--- config.mk ---
export PLATFORM = sky130hd
export DESIGN_NAME = alsu_cmd_sequencer_flat
export DESIGN_NICKNAME = d
export VERILOG_FILES = /design/src/rtl/alsu_pkg.sv /design/src/rtl/alsu_cmd_sequencer_if.sv /design/src/rtl/alsu_sync_fifo.sv /design/src/rtl/alsu_cmd_sequencer.sv /design/src/flat_wrapper.sv
export SDC_FILE = /design/constraint.sdc
export NUM_CORES = 1
export LEC_CHECK = 0
export ABC_AREA = 0
export BUFFER_PORTS_ARGS = -buffer_cell sky130_fd_sc_hd__buf_2
export CAP_MARGIN = 0
export CORE_MARGIN = 5
export CORE_UTILIZATION = 35
export CTS_CLUSTER_DIAMETER = 40
export CTS_CLUSTER_SIZE = 12
export DETAILED_ROUTE_END_ITERATION = 12
export PLACE_DENSITY = 0.57
export RECOVER_POWER = 100
export SLEW_MARGIN = 20
export SYNTH_ARGS = -nofsm -noshare
export SYNTH_HDL_FRONTEND = slang
export SYNTH_SLANG_ARGS = --single-unit
--- constraint.sdc ---
create_clock -name clk -period 5.1 [get_ports clk]
set_clock_uncertainty 0.2 [all_clocks]
set_input_delay 0.51 -clock clk [delete_from_list [all_inputs] [get_ports clk]]
set_output_delay 0.51 -clock clk [all_outputs]
set_load 0.03 [all_outputs]
--- src/rtl/alsu_pkg.sv ---
`default_nettype none
// ----------------------------------------------------------------------------
// alsu_pkg : shared ALSU opcode, command and response types   (rev 1.0)
// ----------------------------------------------------------------------------
package alsu_pkg;

  typedef enum logic [2:0] {
    OP_OR       = 3'd0,
    OP_XOR      = 3'd1,
    OP_ADD      = 3'd2,
    OP_MULT     = 3'd3,
    OP_SHIFT    = 3'd4,
    OP_ROTATE   = 3'd5,
    OP_INVALID6 = 3'd6,
    OP_INVALID7 = 3'd7
  } opcode_e;

  typedef struct packed {
    logic [2:0] a;
    logic [2:0] b;
    opcode_e    opcode;
    logic       cin;
    logic       serial_in;
    logic       red_op_a;
    logic       red_op_b;
    logic       bypass_a;
    logic       bypass_b;
    logic       direction;
  } cmd_t;

  typedef struct packed {
    opcode_e     opcode;
    logic [15:0] leds;
    logic [5:0]  result;
  } rsp_t;

  localparam int unsigned CMD_W = $bits(cmd_t);
  localparam int unsigned RSP_W = $bits(rsp_t);

  function automatic logic [6:0] ctrl_bits(input cmd_t c);
    return {c.cin, c.serial_in, c.red_op_a, c.red_op_b, c.bypass_a, c.bypass_b, c.direction};
  endfunction

endpackage
`default_nettype wire

--- src/rtl/alsu_cmd_sequencer_if.sv ---
`default_nettype none
// ----------------------------------------------------------------------------
// alsu_cmd_sequencer_if : command/response handshake bundle   (rev 1.0)
// ----------------------------------------------------------------------------
interface alsu_cmd_sequencer_if;

  logic        cmd_valid;
  logic        cmd_ready;
  logic [15:0] cmd_data;
  logic        rsp_valid;
  logic        rsp_ready;
  logic [5:0]  rsp_out;
  logic [15:0] rsp_leds;
  logic [2:0]  rsp_opcode;

  modport master (
    output cmd_valid, cmd_data, rsp_ready,
    input  cmd_ready, rsp_valid, rsp_out, rsp_leds, rsp_opcode
  );

  modport slave (
    input  cmd_valid, cmd_data, rsp_ready,
    output cmd_ready, rsp_valid, rsp_out, rsp_leds, rsp_opcode
  );

endinterface
`default_nettype wire

--- src/rtl/alsu_sync_fifo.sv ---
`default_nettype none
// ----------------------------------------------------------------------------
// alsu_sync_fifo : single-clock FIFO with full/empty/count flags   (rev 1.0)
// ----------------------------------------------------------------------------
module alsu_sync_fifo #(
  parameter int unsigned WIDTH = 8,
  parameter int unsigned DEPTH = 4
) (
  input  logic                     clk,
  input  logic                     rst_n,
  input  logic                     wr_en_i,
  input  logic [WIDTH-1:0]         wr_data_i,
  input  logic                     rd_en_i,
  output logic [WIDTH-1:0]         rd_data_o,
  output logic                     full_o,
  output logic                     empty_o,
  output logic [$clog2(DEPTH):0]   count_o
);

  localparam int unsigned AW       = $clog2(DEPTH);
  localparam logic [AW:0] FULL_CNT = DEPTH[AW:0];

  logic [WIDTH-1:0] mem_q [DEPTH];
  logic [AW-1:0]    wr_ptr_q;
  logic [AW-1:0]    rd_ptr_q;
  logic [AW:0]      count_q;
  logic [AW:0]      count_d;
  logic             do_wr;
  logic             do_rd;

  assign empty_o   = (count_q == '0);
  assign full_o    = (count_q == FULL_CNT);
  assign count_o   = count_q;
  assign rd_data_o = mem_q[rd_ptr_q];

  // A write into a full FIFO is honoured only when the head leaves in the same cycle.
  assign do_rd = rd_en_i && !empty_o;
  assign do_wr = wr_en_i && (!full_o || do_rd);

  always_comb begin
    count_d = count_q;
    case ({do_wr, do_rd})
      2'b10:   count_d = count_q + 1'b1;
      2'b01:   count_d = count_q - 1'b1;
      default: count_d = count_q;
    endcase
  end

  always_ff @(posedge clk or negedge rst_n) begin
    if (!rst_n) begin
      wr_ptr_q <= '0;
      rd_ptr_q <= '0;
      count_q  <= '0;
    end else begin
      if (do_wr) wr_ptr_q <= wr_ptr_q + 1'b1;
      if (do_rd) rd_ptr_q <= rd_ptr_q + 1'b1;
      count_q <= count_d;
    end
  end

  always_ff @(posedge clk) begin
    if (do_wr) mem_q[wr_ptr_q] <= wr_data_i;
  end

endmodule
`default_nettype wire

--- src/rtl/alsu_cmd_sequencer.sv ---
`default_nettype none
// ----------------------------------------------------------------------------
// alsu_cmd_sequencer : credit-based command issue to an ALSU with ordered responses   (rev 1.0)
// ----------------------------------------------------------------------------
module alsu_cmd_sequencer
  import alsu_pkg::*;
#(
  parameter int unsigned CMD_DEPTH = 4,
  parameter int unsigned RSP_DEPTH = 4,
  parameter int unsigned ALSU_LAT  = 2
) (
  input  logic                       clk,
  input  logic                       rst_n,
  alsu_cmd_sequencer_if.slave        bus,
  output logic [2:0]                 alsu_a_o,
  output logic [2:0]                 alsu_b_o,
  output logic [2:0]                 alsu_opcode_o,
  output logic [6:0]                 alsu_ctrl_o,
  input  logic [5:0]                 alsu_out_i,
  input  logic [15:0]                alsu_leds_i,
  output logic [15:0]                issued_cnt_o
);

  localparam int unsigned CAW = $clog2(CMD_DEPTH);
  localparam int unsigned RAW = $clog2(RSP_DEPTH);
  localparam int unsigned CRW = $clog2(RSP_DEPTH + ALSU_LAT + 1);

  logic                ready_q;
  logic                cmd_full;
  logic                cmd_empty;
  logic [CAW:0]        cmd_count;
  cmd_t                cmd_head;
  logic                accept;

  logic                rsp_full;
  logic                rsp_empty;
  logic [RAW:0]        rsp_count;
  rsp_t                rsp_head;
  rsp_t                rsp_push;

  logic                issue;
  logic                capture;
  logic [CRW-1:0]      credit_used;
  logic [CRW-1:0]      inflight_q;
  logic [CRW-1:0]      inflight_d;
  logic [ALSU_LAT-1:0] vld_q;
  opcode_e             op_q [ALSU_LAT];
  cmd_t                alsu_q;
  cmd_t                alsu_d;
  logic [15:0]         issued_cnt_q;

  // ready_q keeps cmd_ready low until the first edge after reset release.
  assign bus.cmd_ready = ready_q && !cmd_full;
  assign accept        = bus.cmd_valid && bus.cmd_ready;

  alsu_sync_fifo #(
    .WIDTH (CMD_W),
    .DEPTH (CMD_DEPTH)
  ) u_cmd_fifo (
    .clk       (clk),
    .rst_n     (rst_n),
    .wr_en_i   (accept),
    .wr_data_i (bus.cmd_data),
    .rd_en_i   (issue),
    .rd_data_o (cmd_head),
    .full_o    (cmd_full),
    .empty_o   (cmd_empty),
    .count_o   (cmd_count)
  );

  // Every result in flight already owns a response slot, so capture never overflows.
  assign capture     = vld_q[ALSU_LAT-1];
  assign credit_used = CRW'(rsp_count) + inflight_q;
  assign issue       = !cmd_empty && (credit_used < CRW'(RSP_DEPTH));

  always_comb begin
    rsp_push        = '0;
    rsp_push.opcode = op_q[ALSU_LAT-1];
    rsp_push.leds   = alsu_leds_i;
    rsp_push.result = alsu_out_i;
  end

  alsu_sync_fifo #(
    .WIDTH (RSP_W),
    .DEPTH (RSP_DEPTH)
  ) u_rsp_fifo (
    .clk       (clk),
    .rst_n     (rst_n),
    .wr_en_i   (capture),
    .wr_data_i (rsp_push),
    .rd_en_i   (bus.rsp_ready),
    .rd_data_o (rsp_head),
    .full_o    (rsp_full),
    .empty_o   (rsp_empty),
    .count_o   (rsp_count)
  );

  assign bus.rsp_valid  = !rsp_empty;
  assign bus.rsp_out    = rsp_head.result;
  assign bus.rsp_leds   = rsp_head.leds;
  assign bus.rsp_opcode = rsp_head.opcode;

  always_comb begin
    alsu_d     = '0;
    inflight_d = inflight_q;
    if (issue) alsu_d = cmd_head;
    case ({issue, capture})
      2'b10:   inflight_d = inflight_q + 1'b1;
      2'b01:   inflight_d = inflight_q - 1'b1;
      default: inflight_d = inflight_q;
    endcase
  end

  always_ff @(posedge clk or negedge rst_n) begin
    if (!rst_n) begin
      ready_q      <= 1'b0;
      alsu_q       <= '0;
      vld_q        <= '0;
      inflight_q   <= '0;
      issued_cnt_q <= '0;
      for (int i = 0; i < ALSU_LAT; i++) op_q[i] <= OP_OR;
    end else begin
      ready_q    <= 1'b1;
      alsu_q     <= alsu_d;
      inflight_q <= inflight_d;
      vld_q[0]   <= issue;
      op_q[0]    <= cmd_head.opcode;
      for (int i = 1; i < ALSU_LAT; i++) begin
        vld_q[i] <= vld_q[i-1];
        op_q[i]  <= op_q[i-1];
      end
      if (issue) issued_cnt_q <= issued_cnt_q + 1'b1;
    end
  end

  assign alsu_a_o      = alsu_q.a;
  assign alsu_b_o      = alsu_q.b;
  assign alsu_opcode_o = alsu_q.opcode;
  assign alsu_ctrl_o   = ctrl_bits(alsu_q);
  assign issued_cnt_o  = issued_cnt_q;

  assert property (@(posedge clk) disable iff (!rst_n) cmd_empty == (cmd_count == '0));
  assert property (@(posedge clk) disable iff (!rst_n) capture |-> (!rsp_full || bus.rsp_ready));

endmodule
`default_nettype wire

--- src/flat_wrapper.sv ---
// flat-port wrapper written by rule: the top's interface ports become plain ports
module alsu_cmd_sequencer_flat import alsu_pkg::*;
#(
  parameter int unsigned CMD_DEPTH = 4,
  parameter int unsigned RSP_DEPTH = 4,
  parameter int unsigned ALSU_LAT  = 2
)
  (clk, rst_n, alsu_a_o, alsu_b_o, alsu_opcode_o, alsu_ctrl_o, alsu_out_i, alsu_leds_i, issued_cnt_o, bus_cmd_valid, bus_cmd_data, bus_rsp_ready, bus_cmd_ready, bus_rsp_valid, bus_rsp_out, bus_rsp_leds, bus_rsp_opcode);
  alsu_cmd_sequencer_if bus_i ();
  input  logic clk;
  input  logic rst_n;
  output logic [2:0] alsu_a_o;
  output logic [2:0] alsu_b_o;
  output logic [2:0] alsu_opcode_o;
  output logic [6:0] alsu_ctrl_o;
  input  logic [5:0] alsu_out_i;
  input  logic [15:0] alsu_leds_i;
  output logic [15:0] issued_cnt_o;
  input wire logic [$bits(bus_i.cmd_valid)-1:0] bus_cmd_valid;
  input wire logic [$bits(bus_i.cmd_data)-1:0] bus_cmd_data;
  input wire logic [$bits(bus_i.rsp_ready)-1:0] bus_rsp_ready;
  output wire logic [$bits(bus_i.cmd_ready)-1:0] bus_cmd_ready;
  output wire logic [$bits(bus_i.rsp_valid)-1:0] bus_rsp_valid;
  output wire logic [$bits(bus_i.rsp_out)-1:0] bus_rsp_out;
  output wire logic [$bits(bus_i.rsp_leds)-1:0] bus_rsp_leds;
  output wire logic [$bits(bus_i.rsp_opcode)-1:0] bus_rsp_opcode;
  assign bus_i.cmd_valid = bus_cmd_valid;
  assign bus_i.cmd_data = bus_cmd_data;
  assign bus_i.rsp_ready = bus_rsp_ready;
  assign bus_cmd_ready = bus_i.cmd_ready;
  assign bus_rsp_valid = bus_i.rsp_valid;
  assign bus_rsp_out = bus_i.rsp_out;
  assign bus_rsp_leds = bus_i.rsp_leds;
  assign bus_rsp_opcode = bus_i.rsp_opcode;
  alsu_cmd_sequencer #(.CMD_DEPTH(CMD_DEPTH), .RSP_DEPTH(RSP_DEPTH), .ALSU_LAT(ALSU_LAT)) u_core (.clk(clk), .rst_n(rst_n), .bus(bus_i), .alsu_a_o(alsu_a_o), .alsu_b_o(alsu_b_o), .alsu_opcode_o(alsu_opcode_o), .alsu_ctrl_o(alsu_ctrl_o), .alsu_out_i(alsu_out_i), .alsu_leds_i(alsu_leds_i), .issued_cnt_o(issued_cnt_o));
endmodule
==> impl_results.md <==
* Fin Setup TNS at 0 ps
* Max cap viols at 5
* Cell area after synthesis at around 0.0084 mm2
* RSZ-0062 raised after global routing: no
* First-pass GRT wire length at roughly 26000 um
* Initial Utilization at a little over a third
* Cell breakdown of the critical path: ha_1 -> a31oi_1 -> xnor2_2 -> clkbuf_1 -> nand2_2 -> inv_1 -> ha_1 -> inv_1 -> fa_1 -> xor2_1 -> nor2_1 -> xor2_1
* Clk slew on worst S/H paths at ~60 ps
* Vias in the first global route at ~4.8k
* Final period utilization at about three quarters
* Hold buffers post-CTS at 38
* Failing checks: capacitance limit, slew limit
* Sw power at about 2.5 mW
* Initial antenna violation count at 0
* R2R setup slack at ~1200 ps
* Internal at roughly 4.8 mW
* Dpl ws at 1960 ps
* Clk sinks at around 220
* Routed length per instance at approximately 18 um
* Ys flop type: edfxtp_1
* Vias per inst at 4.61
* Switching portion of total power at 34.4%
* Gr usage total at around an eighth
* Worst Path Required at 5360 ps
* Clk buf depth at 3
* Max Freq at about 0.26 GHz
* Share of cells above drive strength 1 at between 10% and 20%
* Die area at roughly 0.027 mm2
* Setup crit end: u_core.u_cmd_fifo.count_o[2]$_DFFE_PN0P_
* Flop pwr share at a little under two fifths
* Count of final setup violators at 0
* Placer Congestion at 0.722
* Top-Level Pins at about 100
* Remaining DRCs at 0
* Remaining antenna violation count at 0
* Crit-path leading delay family: buffers and inverters
* DR pass1 iterations at 4
* RR Endpoint: u_core.u_cmd_fifo.count_o[2]$_DFFE_PN0P_
* Syn_nets at 478
* Max VDD drop at 0.419 mV
* Final hold viol count at 0
* Most frequent cells after synthesis: edfxtp_1 (164), dfrtp_1 (58), mux4_2 (41), and3_1 (25), xnor2_1 (25)
* Synth cell types at 37
* DIE HEIGHT at 165 um
* Port Buffers at 100
* TritonCTS clock tree: yes
* Crit. End Element: flip-flop
* Post-synthesis sequential area ratio at between 70% and 80%
* Syn-to-layout area delta at 26.1%
* Clock Power Share at 30.7%
* Die Wd at roughly 170 um
* CP arrival at 4160 ps
* Nets at approximately 640
* H-tree depth at 1
* Worst Max-Slew Pin Slew at a little under 2000 ps
* Cell area power density at just under 700 mW/mm2
* DR vias at approximately 4.3k
* Largest area contributor in the netlist: edfxtp_1
* Clk root buf: clkbuf_16
* Max incr delay on CP at between 1000 and 1500 ps
* Largest net degree at the start of global routing at between 50 and 60
* # rows at 56
* Clk_lat worst skew at 530 ps
* Critical path startpoint: u_core.u_rsp_fifo.count_o[1]$_DFFE_PN0P_
* Max-slew violation count at roughly 130
* Most common cell in the netlist: edfxtp_1
* #FFs+latches synth at 222
* Slowest-stage cell, CP: clkbuf_1
* Buffer and inverter count on the worst path at 3
* GRT overflow at 0
* Antenna cell count at 0
* Post-CTS Setup Repair Bufs at 0
* LEAKAGE at roughly 3.8 nW
* Status: finished with violations
* Crit path launch type: flip-flop
* Worst r2r src: u_core.u_rsp_fifo.count_o[1]$_DFFE_PN0P_
* Syn Inst Count at around 420
* Drt total wl at about 16000 um
* Worst Path Max Fanout at 32
* Crit Path Class: reg -> reg
* CTS buffer count at 31
* Syn. warnings at 0
* Post-synth EDFFs at between 150 and 200
* Final WS setup at roughly 1200 ps
* Fillers at between 2k and 2.5k
* Comb pwr share at a little under a third
* Post-CTS sizing at 0
* FF-to-FF path depth at 12
* Core area at ~0.024 mm2
* Crit. path cell count at 12
* Fraction of post-synthesis cell area in the top cell type by area at roughly 60%
* DP HPWL at ~9600 um
* Synth top area cells: edfxtp_1 (58%), dfrtp_1 (17%), mux4_2 (11%), xnor2_1 (2.6%), and3_1 (1.9%)
* Relative slew slack at -32.5%
* Final critical-path required period at 3900 ps
* Post-Syn Area per Cell at around 20 um2
* HP Class: in -> reg
* 1st-iter DRT viols at 217
* FFs w/ async S/R, synth at 26.1%
[metal layers]
metal	vias up	global-route usage, %	part of all wire, %
met5	-	0	0
met4	0	2.80	1.5
met3	20	2.78	6.4
met2	136	20.4	49
met1	2142	15.8	43
li1	1961	-	-
[cells in the final DEF (no fill, tap or decap), types with 2 or more instances in the layout]
cell type      instances
dlygate4sd3_1         38
inv_6                  6
mux2i_1                2
nand4_1               11
ha_1                  12
nand2_1                5
edfxtp_1             164
clkinv_4               3
nand3_1                7
xor2_1                 5
and2_0                 5
mux4_2                41
dfrtp_1               58
buf_2                  3
buf_4                  3
clkinvlp_4             4
inv_1                 18
clkbuf_16             31
and3_1                25
a31oi_1                3
xnor2_1               25
fa_1                   3
clkbuf_1             101
bufinv_16              6
clkinv_2               4
o21ai_0                2
nor2_1                 5
[power groups by stage]
stage | Sequential [mW] | Clock, mW | Combinational [mW]
detailed placement | 2.77 | 0 | 2.41
CTS | 2.74 | 2.28 | 2.45
finish | 2.73 | 2.23 | 2.31
global route | 2.79 | 2.35 | 2.53
floorplan | 2.75 | 0 | 1.73
global placement | 2.74 | 0 | 2.37
[flip-flops by register name, summed over array words and instances, names as in the netlist]
name                        cells
u_core.u_cmd_fifo.rd_ptr_q      2
u_core.u_rsp_fifo.mem_q       100
u_core.u_rsp_fifo.count_o       3
u_core.vld_q                    2
u_core.ready_q                  1
u_core.op_q                     6
u_core.issued_cnt_o            16
u_core.alsu_opcode_o            3
u_core.u_cmd_fifo.mem_q        64
u_core.u_cmd_fifo.count_o       3
u_core.u_rsp_fifo.wr_ptr_q      2
u_core.alsu_a_o                 3
u_core.u_cmd_fifo.wr_ptr_q      2
u_core.inflight_q               3
u_core.alsu_b_o                 3
u_core.u_rsp_fifo.rd_ptr_q      2
u_core.alsu_ctrl_o              7
[worst register-to-register path, stage by stage (launching register included)]
cell	delay, ps
dfrtp_1	410
ha_1	280
a31oi_1	260
xnor2_2	140
clkbuf_1	1050
nand2_2	220
inv_1	190
ha_1	200
inv_1	60
fa_1	370
xor2_1	150
nor2_1	130
xor2_1	160
[cells by family after synthesis]
family	count (synthesis)	synth area share, %
DFF	222	75.6
adders and majority gates	15	2.49
xor gates and xnor gates	31	3.31
other	1	0.0445
buffers and inverters	34	1.71
muxes	45	11.5
AOI/OAI and AO/OA	8	0.861
and+or+nand+nor	65	4.48
[worst min path at each step]
stage	startpoint	depth (start not counted)	slack, ps	end
2_1_floorplan	rst_n	0	10	u_core.alsu_a_o[0]$_DFF_PN0_
3_3_place_gp	u_core.op_q[4]$_DFF_PN0_	0	140	u_core.op_q[1]$_DFF_PN0_
3_5_place_dp	u_core.op_q[5]$_DFF_PN0_	0	130	u_core.op_q[2]$_DFF_PN0_
4_1_cts	alsu_leds_i[6]	1	10	u_core.u_rsp_fifo.mem_q[3][12]$_DFFE_PP_
5_1_grt	alsu_leds_i[6]	1	110	u_core.u_rsp_fifo.mem_q[1][12]$_DFFE_PP_
6_report	alsu_leds_i[6]	1	130	u_core.u_rsp_fifo.mem_q[3][12]$_DFFE_PP_
[metrics by stage]
step / area, um2 / utilization [%] / std cells / hold WS (ps) / power, mW
finish: 10600 / 45.0 / 924 / 132 / 7.26
floorplan: 8430 / - / 421 / 14.4 / 4.48
CTS: 10800 / 45.6 / 924 / 10.3 / 7.46
detailed placement: 9290 / 39.3 / 829 / 135 / 5.18
global placement: 9290 / 39.3 / 829 / 136 / 5.10
global route: 10600 / 45.0 / 924 / 108 / 7.67
[layout make-up]
class                           count  area, um2  share of cell area [%]
Inverter                           18       67.6                   0.636
Clock buffer                       34        797                    7.50
Tap cell                          319        399                    3.76
Multi-Input combinational cell    165       1890                    17.8
Sequential cell                   222       6380                    60.0
Clock inverter                     23        309                    2.91
Timing Repair Buffer              143        790                    7.43
Power figures use the tool's default switching activity.
